===== src/rtl/jb_fft_seq_if.sv =====
`default_nettype none
// ============================================================================
// jb_fft_seq_if : sample-in / FFT-out stream bundle for jb_fft_seq
// Rev 1.0
// ============================================================================
interface jb_fft_seq_if;
  logic       s_valid;
  logic       s_ready;
  logic       fft_ready;
  logic       fft_valid;
  logic       fft_sof;
  logic       fft_eof;
  logic [8:0] fft_idx;

  modport master (
    output s_valid, fft_ready,
    input  s_ready, fft_valid, fft_sof, fft_eof, fft_idx
  );

  modport slave (
    input  s_valid, fft_ready,
    output s_ready, fft_valid, fft_sof, fft_eof, fft_idx
  );
endinterface
`default_nettype wire


===== src/rtl/jb_fft_seq.sv =====
`default_nettype none
// ============================================================================
// jb_fft_seq : PRACH FFT input sequencer (CP skip, N-sample gating, symbols)
// Optional stall statistics port enabled by JB_FFT_SEQ_STATS_EN. Rev 1.0
// ============================================================================
module jb_fft_seq #(
  parameter int CP_W  = 10,
  parameter int SYM_W = 4
) (
  input  wire logic             clk,
  input  wire logic             reset,
  input  wire logic             clk_en,
  input  wire logic             start,
  input  wire logic             abort,
  input  wire logic [1:0]       cfg_fft_log2,
  input  wire logic [CP_W-1:0]  cfg_cp_len,
  input  wire logic [SYM_W-1:0] cfg_num_sym,
  jb_fft_seq_if.slave           strm,
  output logic [SYM_W-1:0]      sym_idx,
  output logic                  busy,
  output logic                  done,
`ifdef JB_FFT_SEQ_STATS_EN
  output logic [15:0]           stall_cnt,
`endif
  output logic                  cfg_err
);

  typedef enum logic [2:0] {
    ST_IDLE = 3'd0,
    ST_CP   = 3'd1,
    ST_WAIT = 3'd2,
    ST_FFT  = 3'd3,
    ST_DONE = 3'd4
  } state_t;

  state_t           state;
  logic [CP_W-1:0]  cp_cnt;
  logic [8:0]       cnt;
  logic [CP_W-1:0]  cp_len_q;
  logic [SYM_W-1:0] num_sym_q;
  logic [1:0]       log2_q;
  logic [8:0]       last_idx;
  logic             beat;
  logic             cfg_bad;
  logic             start_ok;

  always_comb begin
    last_idx = 9'd511;
    case (log2_q)
      2'd0:    last_idx = 9'd127;
      2'd1:    last_idx = 9'd255;
      default: last_idx = 9'd511;
    endcase
  end

  assign cfg_bad  = (cfg_num_sym == '0) || (cfg_fft_log2 == 2'd3);
  assign start_ok = (state == ST_IDLE) && start && clk_en && !cfg_bad;

  // Ready is combinational in FFT so a sample goes to the core in the cycle it is accepted.
  assign strm.s_ready   = (state == ST_CP) || ((state == ST_FFT) && strm.fft_ready);
  assign beat           = strm.s_valid && strm.s_ready && clk_en;
  assign strm.fft_valid = (state == ST_FFT) && beat;
  assign strm.fft_sof   = strm.fft_valid && (cnt == 9'd0);
  assign strm.fft_eof   = strm.fft_valid && (cnt == last_idx);
  assign strm.fft_idx   = cnt;
  assign busy           = (state != ST_IDLE);
  assign done           = (state == ST_DONE);

  always_ff @(posedge clk) begin
    if (reset || abort) begin
      state     <= ST_IDLE;
      cp_cnt    <= '0;
      cnt       <= '0;
      sym_idx   <= '0;
      cp_len_q  <= '0;
      num_sym_q <= '0;
      log2_q    <= '0;
      cfg_err   <= 1'b0;
    end else begin
      cfg_err <= 1'b0;
      if (clk_en) begin
        case (state)
          ST_IDLE: begin
            if (start) begin
              if (cfg_bad) begin
                cfg_err <= 1'b1;
              end else begin
                cp_len_q  <= cfg_cp_len;
                num_sym_q <= cfg_num_sym;
                log2_q    <= cfg_fft_log2;
                sym_idx   <= '0;
                cnt       <= '0;
                cp_cnt    <= '0;
                state     <= (cfg_cp_len != '0) ? ST_CP : ST_WAIT;
              end
            end
          end
          ST_CP: begin
            if (beat) begin
              if (cp_cnt == cp_len_q - CP_W'(1)) begin
                cp_cnt <= '0;
                state  <= ST_WAIT;
              end else begin
                cp_cnt <= cp_cnt + CP_W'(1);
              end
            end
          end
          ST_WAIT: begin
            if (strm.fft_ready) state <= ST_FFT;
          end
          ST_FFT: begin
            if (beat) begin
              if (cnt == last_idx) begin
                cnt <= '0;
                if (sym_idx == num_sym_q - SYM_W'(1)) begin
                  state <= ST_DONE;
                end else begin
                  sym_idx <= sym_idx + SYM_W'(1);
                  state   <= (cp_len_q != '0) ? ST_CP : ST_WAIT;
                end
              end else begin
                cnt <= cnt + 9'd1;
              end
            end
          end
          ST_DONE: state <= ST_IDLE;
          default: state <= ST_IDLE;
        endcase
      end
    end
  end

`ifdef JB_FFT_SEQ_STATS_EN
  always_ff @(posedge clk) begin
    if (reset || abort) begin
      stall_cnt <= '0;
    end else if (start_ok) begin
      stall_cnt <= '0;
    end else if (clk_en && (state == ST_FFT) && strm.s_valid && !strm.fft_ready &&
                 (stall_cnt != 16'hFFFF)) begin
      stall_cnt <= stall_cnt + 16'd1;
    end
  end
`endif

endmodule
`default_nettype wire


===== src/flat_wrapper.sv =====
// flat-port wrapper written by rule: the top's interface ports become plain ports
module jb_fft_seq_flat 
#(
  parameter int CP_W  = 10,
  parameter int SYM_W = 4
)
  (clk, reset, clk_en, start, abort, cfg_fft_log2, cfg_cp_len, cfg_num_sym, sym_idx, busy, done, cfg_err, strm_s_valid, strm_fft_ready, strm_s_ready, strm_fft_valid, strm_fft_sof, strm_fft_eof, strm_fft_idx);
  jb_fft_seq_if strm_i ();
  input  wire logic clk;
  input  wire logic reset;
  input  wire logic clk_en;
  input  wire logic start;
  input  wire logic abort;
  input  wire logic [1:0] cfg_fft_log2;
  input  wire logic [CP_W-1:0] cfg_cp_len;
  input  wire logic [SYM_W-1:0] cfg_num_sym;
  output logic [SYM_W-1:0] sym_idx;
  output logic busy;
  output logic done;
  output logic cfg_err;
  input wire logic [$bits(strm_i.s_valid)-1:0] strm_s_valid;
  input wire logic [$bits(strm_i.fft_ready)-1:0] strm_fft_ready;
  output wire logic [$bits(strm_i.s_ready)-1:0] strm_s_ready;
  output wire logic [$bits(strm_i.fft_valid)-1:0] strm_fft_valid;
  output wire logic [$bits(strm_i.fft_sof)-1:0] strm_fft_sof;
  output wire logic [$bits(strm_i.fft_eof)-1:0] strm_fft_eof;
  output wire logic [$bits(strm_i.fft_idx)-1:0] strm_fft_idx;
  assign strm_i.s_valid = strm_s_valid;
  assign strm_i.fft_ready = strm_fft_ready;
  assign strm_s_ready = strm_i.s_ready;
  assign strm_fft_valid = strm_i.fft_valid;
  assign strm_fft_sof = strm_i.fft_sof;
  assign strm_fft_eof = strm_i.fft_eof;
  assign strm_fft_idx = strm_i.fft_idx;
  jb_fft_seq #(.CP_W(CP_W), .SYM_W(SYM_W)) u_core (.clk(clk), .reset(reset), .clk_en(clk_en), .start(start), .abort(abort), .cfg_fft_log2(cfg_fft_log2), .cfg_cp_len(cfg_cp_len), .cfg_num_sym(cfg_num_sym), .strm(strm_i), .sym_idx(sym_idx), .busy(busy), .done(done), .cfg_err(cfg_err));
endmodule

===== config.mk =====
export PLATFORM = sky130hd
export DESIGN_NAME = jb_fft_seq_flat
export DESIGN_NICKNAME = d
export VERILOG_FILES = /design/src/rtl/jb_fft_seq_if.sv /design/src/rtl/jb_fft_seq.sv /design/src/flat_wrapper.sv
export SDC_FILE = /design/constraint.sdc
export NUM_CORES = 1
export LEC_CHECK = 0
export CAP_MARGIN = 30
export CORE_UTILIZATION = 54
export DETAILED_ROUTE_END_ITERATION = 8
export PLACE_DENSITY_LB_ADDON = 0.3
export SYNTH_ARGS = -nofsm -noshare
export SYNTH_HDL_FRONTEND = slang
export SYNTH_SLANG_ARGS = --single-unit

===== constraint.sdc =====
create_clock -name clk -period 2.9 [get_ports clk]
set_input_delay 0.58 -clock clk [delete_from_list [all_inputs] [get_ports clk]]
set_output_delay 0.58 -clock clk [all_outputs]
set_load 0.01 [all_outputs]

---- Word-level counts from Yosys, hierarchy flattened ----
Cells that the tools add are included.
word-level totals
  logic and storage cells ................. 87
  input bits .............................. 23
  output and inout port bits .............. 20
  bits in registers ....................... 43
operators by class
  eq/ne operators ......................... 17
  bitwise operators ....................... 4
  reductions and logical operators ........ 24
  $add $sub $neg .......................... 5
  multiplexer cells ....................... 29
operators with widths
  cell                                                  number
  two-way mux 10 bit                                    4
  two-way mux 9 bit                                     4
  case mux 9 bit (2 select lines)                       2
  two-way mux 3 bit                                     8
  two-way mux 4 bit                                     5
  case mux 10 bit (2 select lines)                      1
  nonzero test 10 bit                                   2
  != test 2 bit (second input constant)                 6
  case mux 3 bit (4 select lines)                       1
  adder 10 x 1 -> 10 bit (second input constant)        1
  equality test 10 bit                                  1
  AND reduction 5 bit                                   2
  subtractor 10 x 1 -> 10 bit (second input constant)   1
  adder 9 x 1 -> 9 bit (second input constant)          1
  equality test 9 bit                                   1
  logical NOT 9 bit                                     1
  case mux 4 bit (2 select lines)                       1
  AND reduction 8 bit                                   1
  AND reduction 7 bit                                   1
  equality test 3 x 2 -> 1 bit (second input constant)  2
  logical AND 1 bit                                     6
  adder 4 x 1 -> 4 bit (second input constant)          1
  equality test 4 bit                                   1
  logical NOT 4 bit                                     1
  other kinds (16)                                      24

---- Logic depth before layout (Yosys ltp) ----
Gate-level depths: netlist of run 1.
  depth after elaboration ................. 7
  depth in mapped cells ................... 11
  mapped depth without buffers ............ 9

---- Worst setup path after synthesis of run 1 ----
OpenSTA, ideal clock, no wires.
  path type ............................... register to register
  start ................................... register u_core.cp_len_q[0]
  end ..................................... register u_core.cp_cnt[6]
  slack ................................... 0.725 ns
  stages on the path, launching flop included .. 12
  data arrival time ....................... 2.050 ns
  buffers on the path ..................... 2
  clock period less this slack ............ 2.175 ns
  library setup time ...................... 0.125 ns
  cells stage by stage .................... dfxtp_1 inv_1 ha_1 buf_1 o21ba_2 a221oi_1 a41oi_1 nor3_1 nand2_2 buf_6 a31oi_1 o22ai_1
between the ends
  longest elaborated chain between the ends .. 5
ends and longest elaborated chain
  element                           line               RTL
  start: declaration                jb_fft_seq.sv:39   logic [CP_W-1:0] cp_len_q;
  start signal: assignment          jb_fft_seq.sv:88   cp_len_q <= cfg_cp_len;
  subtractor 10 x 1 -> 10 bit       jb_fft_seq.sv:100  if (cp_cnt == cp_len_q - CP_W'(1)) begin
  equality test 10 bit              jb_fft_seq.sv:100
  two-way mux 10 bit                jb_fft_seq.sv:100
  two-way mux 10 bit                jb_fft_seq.sv:99   if (beat) begin
  case mux 10 bit (2 select lines)  jb_fft_seq.sv:82   case (state)
  end signal: assignment            jb_fft_seq.sv:104  cp_cnt <= cp_cnt + CP_W'(1);
  end: declaration                  jb_fft_seq.sv:37   logic [CP_W-1:0] cp_cnt;
Every way passes these cells. The select of a mux whose other input is x is not followed.
A chain may end at the register's enable or synchronous reset.

---- Worst setup path in the final report of run 1 ----
  start ................................... input strm_fft_ready
  end ..................................... output strm_fft_sof
between the ends
  longest elaborated chain between the ends .. 6
ends and longest elaborated chain
  element                         line                RTL
  start: declaration              flat_wrapper.sv:22  input wire logic [$bits(strm_i.fft_ready)-1:0] strm_fft_ready;
  logical AND 1 bit               jb_fft_seq.sv:60    assign strm.s_ready = (state == ST_CP) || ((state == ST_FFT) && strm.fft_ready);
  logical OR 1 bit                jb_fft_seq.sv:60
  logical AND 1 bit (2 in a row)  jb_fft_seq.sv:61    assign beat = strm.s_valid && strm.s_ready && clk_en;
  logical AND 1 bit               jb_fft_seq.sv:62    assign strm.fft_valid = (state == ST_FFT) && beat;
  logical AND 1 bit               jb_fft_seq.sv:63    assign strm.fft_sof = strm.fft_valid && (cnt == 9'd0);
  end: declaration                flat_wrapper.sv:25  output wire logic [$bits(strm_i.fft_sof)-1:0] strm_fft_sof;
Every way passes these cells.

==> results of run 1 <==
synth_stat cells, drive strengths merged (7+ instances only):
master and n:
a21oi 15, a31oi 7, buf 8, clkbuf 7, dfxtp 43, ha 7
inv 19, mux2i 19, nand2 24, nand3 17, nand4 10, nor2 44
nor3 15, o21ai 7, xnor2 7, xor2 17
cell type report:
type / instances / area, um^2 / area share
clock buffer: 6 / 82.6 / 0.0255
sequential: 43 / 861 / 0.266
clock inverter: 2 / 38.8 / 0.0120
multi-input combinational: 253 / 1630 / 0.502
tap: 67 / 83.8 / 0.0259
inverter: 19 / 71.3 / 0.0220
timing repair buffer: 48 / 478 / 0.147
cell families after synthesis:
logic type / after synthesis / synth area share
AND/OR/NAND/NOR: 146 / 0.278
AO/OA/AOI/OAI: 57 / 0.152
flip-flops: 43 / 0.327
buffers and inverters: 34 / 0.0575
XOR/XNOR: 24 / 0.0798
multiplexers: 19 / 0.0722
adder cells (fa/ha/maj): 7 / 0.0332
registers in the layout (all words and copies together) (netlist names):
register / flops
u_core.cp_cnt: 10
u_core.cp_len_q: 10
u_core.strm.fft_idx: 9
u_core.num_sym_q: 4
u_core.sym_idx: 4
u_core.state: 3
u_core.log2_q: 2
u_core.cfg_err: 1
worst paths after layout:
| path | from | endpoint | slack, ps |
|---|---|---|---|
| min | u_core.cp_cnt[9] | u_core.cp_cnt[9] | 500 |
| max reg2reg | u_core.cp_len_q[0] | u_core.cp_cnt[8] | 420 |
| max | strm_fft_ready | strm_fft_sof | 70 |
| min reg2reg | u_core.cp_cnt[9] | u_core.cp_cnt[9] | 500 |
layer usage:
| layer | up-vias | GRT usage | share of wire |
|---|---|---|---|
| met5 | - | 0 | 0 |
| met4 | 0 | 0.0871 | 0.015 |
| met3 | 8 | 0.0464 | 0.059 |
| met2 | 100 | 0.436 | 0.49 |
| met1 | 1165 | 0.325 | 0.43 |
| li1 | 1262 | - | - |
worst max-delay path, cell delays in order:
cell and delay (ps):
clkdlybuf4s50_1 510, inv_1 70, a21oi_2 170, nand2_1 90
nor2_1 120, and3_1 170, clkdlybuf4s50_1 540
power breakdown:
group          leakage [nW]  internal (mW)  switching [mW]  total, mW
Clock                0.0618          0.283           0.226      0.509
Sequential            0.347          0.595         0.00764      0.603
Combinational         0.847         0.0742          0.0724      0.147
through the flow:
| step | cell area, um^2 | hold slack, ps |
|---|---|---|
| detailed placement | 3120 | 486 |
| finish | 3240 | 498 |
| global placement | 3120 | 480 |
| floorplan | 2640 | 461 |
| CTS | 3240 | 497 |
| global route | 3240 | 527 |
==> metrics.txt, run 1 <==
worst slack at placement 25.7 ps; Die Y 71.9 um; Max Buffers Root-to-Sink 2; IO buf count 42; #FFs+latches synth 43; placed insts 430; Final Cycle Share 0.975; cts bufs inserted 5; post-route insts no fill 438; cells on worst reg2reg path 9; Peak VDD IR 0.000231 V; most frequent cells in the layout nor2_1, dfxtp_1, clkdlybuf4s50_1; vias per cell 5.79; Max-cap violations 0; vias in the first global route 2341; Final Hold Viols 0; Rel. slew slack 0.610; syn_nets 360; largest net degree at the start of global routing 18; Leakage 1.26 nW; top-area cell type share of the netlist area 0.327; die area 5160 um^2; I/O pins 43; Hold Buf Count CTS 0; wire per inst 14.2 um; clock-pin slew on the worst setup and hold paths 80 ps; status completed; critical path type input port to primary output; remaining antenna violation count after routing 0; CP required 2320 ps; die width 71.9 um; Avg Inst Size Synth 7.98 um^2; DRC 0; global route overflow 0; area leader, netlist dfxtp_1; fin crit period 2830 ps; Nets 400; HPWL after detailed placement 4.57 mm; first-pass GRT wire length 10.4 mm; Worst Max-Slew Pin Slew 578 ps; commonest non-fill, non-tap cell in the layout nor2_1; initial antenna violation count 0; ys async rst share 0; Fillers 408; top_reg_cell synth dfxtp_1; Setup TNS Final 0 ps; Root Buffer clkbuf_8; CTS tree built; worst skew pair latency 310 ps; Post-Syn Area 2640 um^2; final core utilization 0.686; final WL 6.24 mm; gr usage total 0.255; path type of the worst min-delay path flop to flop; Synth cell types 50; maximum fanout along the worst path 3; Worst Skew 10.5 ps; Max Fclk 354 MHz; Cells after Synth 330; share of cells above drive strength 1 0.0755; Initial Util 0.558; Power Density 388 nW/um^2; diode count 0; final RePlAce weighted congestion 0.894; Synth area leaders dfxtp_1, mux2i_1, nor2_1, xor2_1, ha_1; max-slew violations 0; first-pass iteration count of the detailed router 4; WP data arrival 2250 ps; initial drt markers 213; # setup viols final 0; Power, Total 1.26 mW; crit path capture type primary output; CP startpoint kind input port; Post-CTS Setup Bufs 0; Clock Sinks 43; vias 2535; Synth-to-Final Area Change 23.0%; sequential share of the synthesized area 0.327; Worst Hold Depth 2; fin worst setup slack 71.9 ps; YS warnings 0; H-tree Lvls 2; RSZ-0062 raised after global routing no; EDFF count, synth 0; row cnt 25; core area 4720 um^2; post-cts sizing count 0
(Power assumes the default switching activity.)
==> run 2: changes to the inputs <==
--- a/config.mk
+++ b/config.mk
@@ -6,6 +6,7 @@
 export NUM_CORES = 1
 export LEC_CHECK = 0
 export CAP_MARGIN = 30
+export CORE_MARGIN = 2
 export CORE_UTILIZATION = 54
 export DETAILED_ROUTE_END_ITERATION = 8
 export PLACE_DENSITY_LB_ADDON = 0.3
==> run 2 against run 1 <==
Against the previous run:
- sequential cell count did not move
- hold slack better by 20 ps
- non-clock buffer count stayed put
- largest power group unchanged
==> metrics.txt, run 2 (synthesis gave the netlist of run 1 again) <==
critical path type input port to primary output; path type of the worst min-delay path flop to flop; Final Hold Viols 0; global route overflow 0; WP data arrival 2250 ps; H-tree Lvls 2; Max Fclk 353 MHz; remaining antenna violation count after routing 0; Setup TNS Final 0 ps; IO buf count 42; Die Y 73.9 um; most frequent cells in the layout nor2_1, clkdlybuf4s50_1, dfxtp_1; Rel. slew slack 0.638; final core utilization 0.679; first-pass iteration count of the detailed router 5; cts bufs inserted 5; fin crit period 2830 ps; crit path capture type primary output; initial drt markers 223; I/O pins 43; core area 4720 um^2; RSZ-0062 raised after global routing no; status completed; CP required 2320 ps; wire per inst 14.3 um; Peak VDD IR 0.000185 V; vias 2515; share of cells above drive strength 1 0.0782; HPWL after detailed placement 4.67 mm; Max-cap violations 0; CTS tree built; max-slew violations 0; Worst Max-Slew Pin Slew 537 ps; DRC 0; commonest non-fill, non-tap cell in the layout nor2_1; vias in the first global route 2410; first-pass GRT wire length 10.6 mm; diode count 0; maximum fanout along the worst path 3; fin worst setup slack 70.1 ps; Root Buffer clkbuf_8; Max Buffers Root-to-Sink 2; Leakage 1.24 nW; clock-pin slew on the worst setup and hold paths 80 ps; largest net degree at the start of global routing 19; Synth-to-Final Area Change 21.7%; Worst Skew 4.93 ps; Clock Sinks 43; worst skew pair latency 300 ps; final RePlAce weighted congestion 0.900; Nets 400; worst slack at placement 54.7 ps; CP startpoint kind input port; # setup viols final 0; Initial Util 0.558; Power Density 351 nW/um^2; Final Cycle Share 0.976; die area 5450 um^2; initial antenna violation count 0; vias per cell 5.74; Hold Buf Count CTS 0; Final Hold Slack 518 ps; final WL 6.26 mm; row cnt 25; die width 73.9 um; gr usage total 0.247
run 2: cell count changes in the layout (fill, tap and decap cells not counted), sizes merged:
cell    delta
clkbuf     -1
inv        -1
clkinv     +3
bufinv     -1
run 2: through the flow:
stage | instances | total power, mW | instance area, um^2
3_5_place_dp | 430 | 0.761 | 3120
4_1_cts | 438 | 1.13 | 3200
6_report | 438 | 1.13 | 3210
2_1_floorplan | 330 | 0.700 | 2640
3_3_place_gp | 430 | 0.758 | 3120
5_1_grt | 438 | 1.17 | 3210
run 2: what timing repair did:
item	in CTS	in global routing
endpoints found under the setup margin	0	2
buffers inserted	0	0
gates resized for setup	0	2
run 2: worst max-delay path, stage by stage:
cell	delay [ps]
clkdlybuf4s50_1	490
inv_1	60
a21oi_2	160
nand2_1	90
nor2_1	130
and3_1	190
clkdlybuf4s50_1	540
run 2: cell type report:
| class | instances | area, um^2 |
|---|---|---|
| clock buffer | 5 | 68.8 |
| clock inverter | 3 | 15.0 |
| fill | 397 | 1520 |
| sequential | 43 | 862 |
| timing repair buffer | 48 | 478 |
| inverter | 19 | 71.3 |
| multi-input combinational | 253 | 1630 |
| tap | 67 | 83.8 |
run 2: per-layer routing:
metal,global-route usage,vias up,share of wire
li1,-,1255,-
met1,0.306,1165,0.43
met2,0.438,88,0.50
met3,0.0370,7,0.061
met4,0.0788,0,0.013
met5,0,-,0
run 2: path summary, 6_finish.rpt:
path	from	end	slack [ps]	cells past startpoint
hold reg to reg	u_core.cp_cnt[9]	u_core.cp_cnt[9]	520	2
hold / removal	u_core.cp_cnt[9]	u_core.cp_cnt[9]	520	2
setup / recovery	strm_fft_ready	strm_fft_sof	70	7
setup reg to reg	u_core.cp_len_q[0]	u_core.cp_cnt[3]	380	9
run 2: power breakdown:
group	leakage [nW]	total [mW]	internal, mW	switching (mW)
logic	0.847	0.146	0.0742	0.0718
registers	0.347	0.602	0.595	0.00755
clock network	0.0477	0.377	0.165	0.212
